<file path="src/rtl/peripheral_ahb4_master_if.sv">
// Request/response and AHB-Lite bus bundle for the single-transfer AHB4 initiator.
// Ports: req_* / rsp_* requester handshake, H* AHB-Lite initiator signals;
// modport master = initiator view, modport slave = requester + bus-fabric view.
interface peripheral_ahb4_master_if #(
    parameter int PLEN = 8,
    parameter int XLEN = 32
);
    logic            req_valid;
    logic            req_ready;
    logic            req_write;
    logic [PLEN-1:0] req_addr;
    logic [2:0]      req_size;
    logic [XLEN-1:0] req_wdata;
    logic            rsp_valid;
    logic [XLEN-1:0] rsp_rdata;
    logic            rsp_error;
    logic            HSEL;
    logic [PLEN-1:0] HADDR;
    logic [XLEN-1:0] HWDATA;
    logic [XLEN-1:0] HRDATA;
    logic            HWRITE;
    logic [2:0]      HSIZE;
    logic [2:0]      HBURST;
    logic [3:0]      HPROT;
    logic [1:0]      HTRANS;
    logic            HMASTLOCK;
    logic            HREADY;
    logic            HRESP;

    modport master (
        input  req_valid, req_write, req_addr, req_size, req_wdata,
        output req_ready, rsp_valid, rsp_rdata, rsp_error,
        output HSEL, HADDR, HWDATA, HWRITE, HSIZE,
        output HBURST, HPROT, HTRANS, HMASTLOCK,
        input  HRDATA, HREADY, HRESP
    );

    modport slave (
        output req_valid, req_write, req_addr, req_size, req_wdata,
        input  req_ready, rsp_valid, rsp_rdata, rsp_error,
        input  HSEL, HADDR, HWDATA, HWRITE, HSIZE,
        input  HBURST, HPROT, HTRANS, HMASTLOCK,
        output HRDATA, HREADY, HRESP
    );
endinterface

</file>
<file path="src/rtl/peripheral_ahb4_master.sv">
// Single-transfer AHB-Lite initiator: one valid/ready request becomes one
// non-pipelined AHB read/write transfer and produces one response pulse.
// Ports: HCLK, HRESET (async, active-high), bus (peripheral_ahb4_master_if.master).
module peripheral_ahb4_master #(
    parameter int PLEN = 8,
    parameter int XLEN = 32
) (
    input logic                      HCLK,
    input logic                      HRESET,
    peripheral_ahb4_master_if.master bus
);

    typedef enum logic [1:0] {
        S_IDLE,
        S_ADDR,
        S_DATA,
        S_REJECT
    } state_t;

    localparam logic [1:0] TR_IDLE   = 2'b00;
    localparam logic [1:0] TR_NONSEQ = 2'b10;

    state_t          state_q, state_d;
    logic [XLEN-1:0] wdata_q, wdata_d;
    logic            req_ready_q, req_ready_d;
    logic            rsp_valid_q, rsp_valid_d;
    logic [XLEN-1:0] rsp_rdata_q, rsp_rdata_d;
    logic            rsp_error_q, rsp_error_d;
    logic            hsel_q, hsel_d;
    logic [PLEN-1:0] haddr_q, haddr_d;
    logic [XLEN-1:0] hwdata_q, hwdata_d;
    logic            hwrite_q, hwrite_d;
    logic [2:0]      hsize_q, hsize_d;
    logic [1:0]      htrans_q, htrans_d;
    logic            bad_req;

    // Oversized or misaligned requests never reach the bus.
    always_comb begin
        bad_req = 1'b0;
        if (bus.req_size > 3'd2) begin
            bad_req = 1'b1;
        end else if (bus.req_size == 3'd1 && bus.req_addr[0]) begin
            bad_req = 1'b1;
        end else if (bus.req_size == 3'd2 && bus.req_addr[1:0] != 2'b00) begin
            bad_req = 1'b1;
        end
    end

    always_comb begin
        state_d     = state_q;
        wdata_d     = wdata_q;
        rsp_valid_d = 1'b0;
        rsp_rdata_d = rsp_rdata_q;
        rsp_error_d = 1'b0;
        hsel_d      = hsel_q;
        haddr_d     = haddr_q;
        hwdata_d    = hwdata_q;
        hwrite_d    = hwrite_q;
        hsize_d     = hsize_q;
        htrans_d    = htrans_q;
        unique case (state_q)
            S_IDLE: begin
                if (bus.req_valid && req_ready_q) begin
                    // The H* address registers double as the request latch.
                    haddr_d  = bus.req_addr;
                    hsize_d  = bus.req_size;
                    hwrite_d = bus.req_write;
                    wdata_d  = bus.req_wdata;
                    if (bad_req) begin
                        state_d = S_REJECT;
                    end else begin
                        state_d  = S_ADDR;
                        hsel_d   = 1'b1;
                        htrans_d = TR_NONSEQ;
                    end
                end
            end
            S_ADDR: begin
                if (bus.HREADY) begin
                    state_d  = S_DATA;
                    hsel_d   = 1'b0;
                    htrans_d = TR_IDLE;
                    hwdata_d = hwrite_q ? wdata_q : '0;
                end
            end
            S_DATA: begin
                // HREADY low (with or without HRESP) just extends the phase;
                // an ERROR completes on its second cycle and is never retried.
                if (bus.HREADY) begin
                    state_d     = S_IDLE;
                    rsp_valid_d = 1'b1;
                    rsp_error_d = bus.HRESP;
                    rsp_rdata_d = (!hwrite_q && !bus.HRESP) ? bus.HRDATA : '0;
                    hwdata_d    = '0;
                end
            end
            S_REJECT: begin
                state_d     = S_IDLE;
                rsp_valid_d = 1'b1;
                rsp_error_d = 1'b1;
                rsp_rdata_d = '0;
            end
        endcase
        req_ready_d = (state_d == S_IDLE);
    end

    always_ff @(posedge HCLK or posedge HRESET) begin
        if (HRESET) begin
            state_q     <= S_IDLE;
            wdata_q     <= '0;
            req_ready_q <= 1'b1;
            rsp_valid_q <= 1'b0;
            rsp_rdata_q <= '0;
            rsp_error_q <= 1'b0;
            hsel_q      <= 1'b0;
            haddr_q     <= '0;
            hwdata_q    <= '0;
            hwrite_q    <= 1'b0;
            hsize_q     <= 3'd0;
            htrans_q    <= TR_IDLE;
        end else begin
            state_q     <= state_d;
            wdata_q     <= wdata_d;
            req_ready_q <= req_ready_d;
            rsp_valid_q <= rsp_valid_d;
            rsp_rdata_q <= rsp_rdata_d;
            rsp_error_q <= rsp_error_d;
            hsel_q      <= hsel_d;
            haddr_q     <= haddr_d;
            hwdata_q    <= hwdata_d;
            hwrite_q    <= hwrite_d;
            hsize_q     <= hsize_d;
            htrans_q    <= htrans_d;
        end
    end

    assign bus.req_ready = req_ready_q;
    assign bus.rsp_valid = rsp_valid_q;
    assign bus.rsp_rdata = rsp_rdata_q;
    assign bus.rsp_error = rsp_error_q;
    assign bus.HSEL      = hsel_q;
    assign bus.HADDR     = haddr_q;
    assign bus.HWDATA    = hwdata_q;
    assign bus.HWRITE    = hwrite_q;
    assign bus.HSIZE     = hsize_q;
    assign bus.HTRANS    = htrans_q;
    assign bus.HBURST    = 3'b000;
    assign bus.HPROT     = 4'b0011;
    assign bus.HMASTLOCK = 1'b0;

endmodule

</file>
<file path="src/flat_wrapper.sv">
// flat-port wrapper written by rule: the top's interface ports become plain ports
module peripheral_ahb4_master_flat 
#(
    parameter int PLEN = 8,
    parameter int XLEN = 32
)
  (HCLK, HRESET, bus_req_valid, bus_req_write, bus_req_addr, bus_req_size, bus_req_wdata, bus_req_ready, bus_rsp_valid, bus_rsp_rdata, bus_rsp_error, bus_HSEL, bus_HADDR, bus_HWDATA, bus_HWRITE, bus_HSIZE, bus_HBURST, bus_HPROT, bus_HTRANS, bus_HMASTLOCK, bus_HRDATA, bus_HREADY, bus_HRESP);
  peripheral_ahb4_master_if #(.PLEN(PLEN), .XLEN(XLEN)) bus_i ();
  input logic HCLK;
  input logic HRESET;
  input wire logic [$bits(bus_i.req_valid)-1:0] bus_req_valid;
  input wire logic [$bits(bus_i.req_write)-1:0] bus_req_write;
  input wire logic [$bits(bus_i.req_addr)-1:0] bus_req_addr;
  input wire logic [$bits(bus_i.req_size)-1:0] bus_req_size;
  input wire logic [$bits(bus_i.req_wdata)-1:0] bus_req_wdata;
  output wire logic [$bits(bus_i.req_ready)-1:0] bus_req_ready;
  output wire logic [$bits(bus_i.rsp_valid)-1:0] bus_rsp_valid;
  output wire logic [$bits(bus_i.rsp_rdata)-1:0] bus_rsp_rdata;
  output wire logic [$bits(bus_i.rsp_error)-1:0] bus_rsp_error;
  output wire logic [$bits(bus_i.HSEL)-1:0] bus_HSEL;
  output wire logic [$bits(bus_i.HADDR)-1:0] bus_HADDR;
  output wire logic [$bits(bus_i.HWDATA)-1:0] bus_HWDATA;
  output wire logic [$bits(bus_i.HWRITE)-1:0] bus_HWRITE;
  output wire logic [$bits(bus_i.HSIZE)-1:0] bus_HSIZE;
  output wire logic [$bits(bus_i.HBURST)-1:0] bus_HBURST;
  output wire logic [$bits(bus_i.HPROT)-1:0] bus_HPROT;
  output wire logic [$bits(bus_i.HTRANS)-1:0] bus_HTRANS;
  output wire logic [$bits(bus_i.HMASTLOCK)-1:0] bus_HMASTLOCK;
  input wire logic [$bits(bus_i.HRDATA)-1:0] bus_HRDATA;
  input wire logic [$bits(bus_i.HREADY)-1:0] bus_HREADY;
  input wire logic [$bits(bus_i.HRESP)-1:0] bus_HRESP;
  assign bus_i.req_valid = bus_req_valid;
  assign bus_i.req_write = bus_req_write;
  assign bus_i.req_addr = bus_req_addr;
  assign bus_i.req_size = bus_req_size;
  assign bus_i.req_wdata = bus_req_wdata;
  assign bus_req_ready = bus_i.req_ready;
  assign bus_rsp_valid = bus_i.rsp_valid;
  assign bus_rsp_rdata = bus_i.rsp_rdata;
  assign bus_rsp_error = bus_i.rsp_error;
  assign bus_HSEL = bus_i.HSEL;
  assign bus_HADDR = bus_i.HADDR;
  assign bus_HWDATA = bus_i.HWDATA;
  assign bus_HWRITE = bus_i.HWRITE;
  assign bus_HSIZE = bus_i.HSIZE;
  assign bus_HBURST = bus_i.HBURST;
  assign bus_HPROT = bus_i.HPROT;
  assign bus_HTRANS = bus_i.HTRANS;
  assign bus_HMASTLOCK = bus_i.HMASTLOCK;
  assign bus_i.HRDATA = bus_HRDATA;
  assign bus_i.HREADY = bus_HREADY;
  assign bus_i.HRESP = bus_HRESP;
  peripheral_ahb4_master #(.PLEN(PLEN), .XLEN(XLEN)) u_core (.HCLK(HCLK), .HRESET(HRESET), .bus(bus_i));
endmodule
</file>
<file path="config.mk">
export PLATFORM = sky130hd
export DESIGN_NAME = peripheral_ahb4_master_flat
export DESIGN_NICKNAME = d
export VERILOG_FILES = /design/src/rtl/peripheral_ahb4_master_if.sv /design/src/rtl/peripheral_ahb4_master.sv /design/src/flat_wrapper.sv
export SDC_FILE = /design/constraint.sdc
export NUM_CORES = 1
export LEC_CHECK = 0
export BUFFER_PORTS_ARGS = -buffer_cell sky130_fd_sc_hd__buf_2
export CELL_PAD_IN_SITES_DETAIL_PLACEMENT = 0
export CELL_PAD_IN_SITES_GLOBAL_PLACEMENT = 1
export CORE_MARGIN = 2
export CORE_UTILIZATION = 39
export CTS_CLUSTER_DIAMETER = 40
export DETAILED_ROUTE_END_ITERATION = 7
export HOLD_SLACK_MARGIN = 0.15
export PLACE_DENSITY = 0.82
export SETUP_SLACK_MARGIN = 0.02
export SYNTH_ARGS = -nofsm -noshare
export SYNTH_HDL_FRONTEND = slang
export SYNTH_SLANG_ARGS = --single-unit
</file>
<file path="constraint.sdc">
create_clock -name HCLK -period 4.75 [get_ports HCLK]
set_input_delay 0.95 -clock HCLK [delete_from_list [all_inputs] [get_ports HCLK]]
set_output_delay 0.95 -clock HCLK [all_outputs]
set_load 0.005 [all_outputs]
</file>
After elaboration in Yosys (flattened, before gate mapping)
Index checks and enable logic that the tools add are counted.

word-level totals
  register bits = 116
  bits of input ports = 81
  output and inout bits = 90
  word-level logic and storage cells = 65

operators by class
  order comparisons = 1
  equal/unequal tests = 9
  mux-type cells = 27
  reductions and logical operators = 16

operators with widths
  cell                                                                             count
  32-bit two-way mux                                                               5
  32-bit case mux with 2 select lines                                              2
  2-bit two-way mux                                                                7
  1-bit two-way mux                                                                8
  2-bit case mux with 4 select lines                                               1
  2-bit nonzero test                                                               4
  2-bit != test, second input constant                                             3
  1-bit case mux with 2 select lines                                               3
  2-bit == test, second input constant                                             2
  1-bit logical AND                                                                4
  2-bit zero test                                                                  2
  2-bit case mux with 2 select lines                                               1
  2-bit AND reduction                                                              2
  4-bit AND reduction                                                              1
  3-bit by 1-bit == test with 1-bit output, second input constant                  1
  3-bit by 2-bit == test with 1-bit output, second input constant                  1
  3-bit by 2-bit greater-than comparator with 1-bit output, second input constant  1
  3-bit AND reduction                                                              1
  2-bit by 1-bit == test with 1-bit output, second input constant                  1
  1-bit zero test                                                                  2
  2-bit by 1-bit != test with 1-bit output, second input constant                  1

Longest topological paths before layout
  depth after elaboration = 9
  depth in mapped cells = 5
  depth with buffers taken out = 3

Least setup slack after synthesis
OpenSTA, ideal clock, no wires.

  path kind = input to register
  start = in bus_req_valid
  end = reg u_core.haddr_q[2], in the netlist u_core.bus.HADDR[2]
  library setup time = 0.128 ns
  data arrival time = 1.754 ns
  data required time = 4.622 ns
  path slack = 2.868 ns
  cell stages on the path = 4
  path buffers = 2
  cells stage by stage = and3_1 > clkbuf_1 > buf_4 > mux2_1

on the way
  longest elaborated chain between the ends = 2

RTL lines
  element                               line                           source
  start, declared                       flat_wrapper.sv:11             input wire logic [$bits(bus_i.req_valid)-1:0] bus_req_valid;
  1-bit logical AND                     peripheral_ahb4_master.sv:63   if (bus.req_valid && req_ready_q) begin
  2-bit AND reduction (no source line)  -
  end signal, assigned                  peripheral_ahb4_master.sv:129  haddr_q <= haddr_d;
  end, declared                         peripheral_ahb4_master.sv:30   logic [PLEN-1:0] haddr_q, haddr_d;

Every way passes these cells.
A chain may end at the register's enable or synchronous reset.

Final worst setup path
  start = reg u_core.hwrite_q, in the netlist u_core.bus.HWRITE
  end = out bus_HWRITE

RTL lines
  element                 line                           source
  start, declared         peripheral_ahb4_master.sv:32   logic hwrite_q, hwrite_d;
  start signal, assigned  peripheral_ahb4_master.sv:131  hwrite_q <= hwrite_d;
  end, declared           flat_wrapper.sv:23             output wire logic [$bits(bus_i.HWRITE)-1:0] bus_HWRITE;

No word-level cell between the ends.

==> summary.md <==
| Metric | Value |
|---|---|
| Synth top area share | 61.97% |
| Min cycle time layout | 2.413 ns |
| Setup Buffers After CTS | 0 |
| Layout cell share with drive strength beyond 1 | 47.20% |
| Latest clock arrival within the worst-skew pair | 0.40 ns |
| Peak supply drop | 0.3027 mV |
| Most common cell after layout, fill and taps aside | buf_2 |
| Post-Synthesis Cell Area | 4563 µm² |
| Most frequent cells in the layout | buf_2 (161), dfrtp_1 (113), mux2_1 (51) |
| Post-synthesis compound-gate area fraction | 7.458% |
| Asr flop ratio synth | 100.0% |
| Relative slew slack | 27.15% |
| Clock power frac | 35.7% |
| Overall routed net length | 9.912 mm |
| RR Endpoint | u_core.bus.HWDATA[1] |
| Final setup viols | 0 |
| Worst-path clk slew | 0.05 ns |
| Switch share | 27.17% |
| Post-route ant nets | 0 |
| Post-synthesis simple-gate area fraction | 6.197% |
| Router iterations before antenna repair | 4 |
| Top_reg_cell synth | dfrtp_1 |
| WHS | 0.4724 ns |
| Die ar. | 12580 µm² |
| Synth cell types | 26 |
| Drt initial violations | 105 |
| Top area cells in the synthesized netlist | dfrtp_1 (62%), mux2_1 (13%), mux2_2 (6.2%), a22o_1 (6.1%), and3_1 (4.5%) |
| Cell Chain, Critical Path | buf_4 -> buf_2 |
| Synth warnings | 0 |
| Hold buffers post-CTS | 0 |
| Port Buf Inserts | 161 |
| # clock sinks | 114 |
| CTS H-Tree Depth | 4 |
| Routed vias/inst | 4.915 |
| Clk_skew | 0.004875 ns |
| CTS Buf Count | 17 |
| Endpoint, Worst Hold | u_core.wdata_q[7] |
| Worst hold start | u_core.wdata_q[7] |
| Clock root cell | clkbuf_16 |
| Psw | 1.153 mW |
| Sequential area share after synthesis | 62.54% |
| Hold crit path type | reg -> reg |
| Setup TNS | 0 ns |
| CTS tree | yes |
| Worst-path maximum fanout | 19 |
| Filler Cells Inserted | 983 |
| Fin. Hold Viols | 0 |
| Global-route wire length before repair | 16.22 mm |
| Cell Rows | 39 |
| Wire per inst | 15.83 µm |
| Vias in the first global route | 3217 |
| Post-layout util | 53.54% |
| Slew @ Worst Pin | 1.090 ns |
| Unrepaired setup endpoints after global routing | no |
| Post-layout nets | 551 |
| IO Pins | 171 |
| Status | completed |
| CP Launch Type | register |
| Leak | 3.258 nW |
| Mux contribution to synthesized area | 18.76% |
| Cell Pwr Density | 694.0 nW/µm² |
| Power Internal | 3.090 mW |
| Synth Register Bits | 114 |
| Pin count of the biggest net entering global routing | 74 |
| Hpwl dp | 6.553 mm |
| Final Max Tran Viols | 0 |
| Kind of end point of the critical path | primary output |
| Mapped Avg Cell Area | 14.77 µm² |
| Fmax | 414.5 MHz |
| Crit-path max cell delay | 0.59 ns |
| Number of synthesized flops with an enable pin | 0 |
| Max Cap Violations | 0 |
| Crit path DAT | 1.46 ns |
| DIE WIDTH | 112.2 µm |
| R2R cell count | 4 |
| DRC Markers | 0 |
| Sequential Power Share | 37.6% |
| Total grt overflow | 0 |
| N_diodes | 0 |
| Area leader, netlist | dfrtp_1 |
| Largest family of logic cells by synthesized area | multiplexers |
| Worst r2r src | u_core.state_q[0] |
| Starting Density | 39.96% |
| Chip height | 112.2 µm |
| Post-cts resize count | 0 |
| Core ar. | 11420 µm² |
| Reg2reg setup slack | 2.45 ns |
| Synth Area in XOR/XNOR | 0% |
| Gate Count Post-Synth | 309 |
| Crit path kind | reg -> out |
| WHS Path Cells | 1 |
| Logic pwr share | 26.7% |
| Period utilization | 50.79% |
| Longest Clk Path Bufs | 2 |
| Post-Synth Adder-Cell Area | 0% |
| Critical Path RT | 3.80 ns |
| Via count | 3077 |
| RD Place Congestion | 0.7810 |
| Slowest stage cell, crit path | dfrtp_1 |
| Initial antenna violation count | 0 |
| GRT Util Overall | 16.42% |
| Synth-to-layout area growth | 33.97% |
-- per-layer routing --
metal	vias up	GRT usage, %	wire length [µm]
met5	-	0	0
met4	0	8.618	204
met3	16	3.996	501
met2	97	26.43	4970
met1	1541	20.64	4236
li1	1423	-	-
-- area by class of cell --
type,instances,area (µm²),share of cell area (%)
clock buffer,22,484.2,7.921
clock inverter,10,225.2,3.684
inverter,2,10.01,0.1637
multi-input combinational,169,1518,24.83
sequential,114,2854,46.68
tap,143,178.9,2.927
timing repair buffer,166,843.3,13.79
-- critical path, delay by kind of cell (launching register included) --
family	cells	cell delay, ns
DFF	1	0.59
buffers and inverters	2	0.47
-- synth_stat cells, drive strengths merged (2+ instances only) --
master	number
a22o	32
inv	2
dfrtp	113
conb	2
nand2b	2
clkbuf	10
and3	33
mux2	76
nor3	2
nor2	4
o21ai	2
buf	21
-- worst max path at each step --
stage	from	endpoint
after floorplan	HRESET	u_core.bus.HADDR[0]
after global placement	bus_HREADY	u_core.bus.HWDATA[29]
after detailed placement	bus_HREADY	u_core.bus.HWDATA[23]
after CTS	u_core.bus.HWRITE	bus_HWRITE
after global routing	u_core.bus.HWRITE	bus_HWRITE
final	u_core.bus.HWRITE	bus_HWRITE
-- sequential cells by signal, indices dropped and copies added (netlist names) --
register and count:
u_core.bus.HADDR 8, u_core.bus.rsp_rdata 32, u_core.bus.HTRANS 1, u_core.bus.HSIZE 3, u_core.bus.rsp_error 1, u_core.state_q 2
u_core.bus.HWDATA 32, u_core.wdata_q 32, u_core.bus.rsp_valid 1, u_core.bus.req_ready 1, u_core.bus.HWRITE 1
-- per-stage QoR --
stage,total power [mW],instances,cell area [µm²],worst slack (ns)
floorplan,2.316,316,4589,0.7859
detailed placement,2.756,594,5404,2.156
finish,4.243,626,6113,2.337
global route,4.501,626,6113,2.212
global placement,2.696,594,5404,2.245
CTS,4.306,626,6113,2.307
-- power by group through the flow --
stage          Sequential, mW  Clock, mW  Combinational, mW
5_1_grt                  1.65       1.60               1.26
4_1_cts                  1.60       1.55               1.16
2_1_floorplan            1.58          0              0.732
6_report                 1.60       1.52               1.13
3_5_place_dp             1.60          0               1.15
3_3_place_gp             1.59          0               1.11
-- logic make-up after synthesis --
family	count (synthesis)
AOI/OAI and AO/OA	39
muxes	76
DFF	114
and+or+nand+nor	45
buffers and inverters	33
other	2
Note: power is estimated with default switching activity, not from simulation.
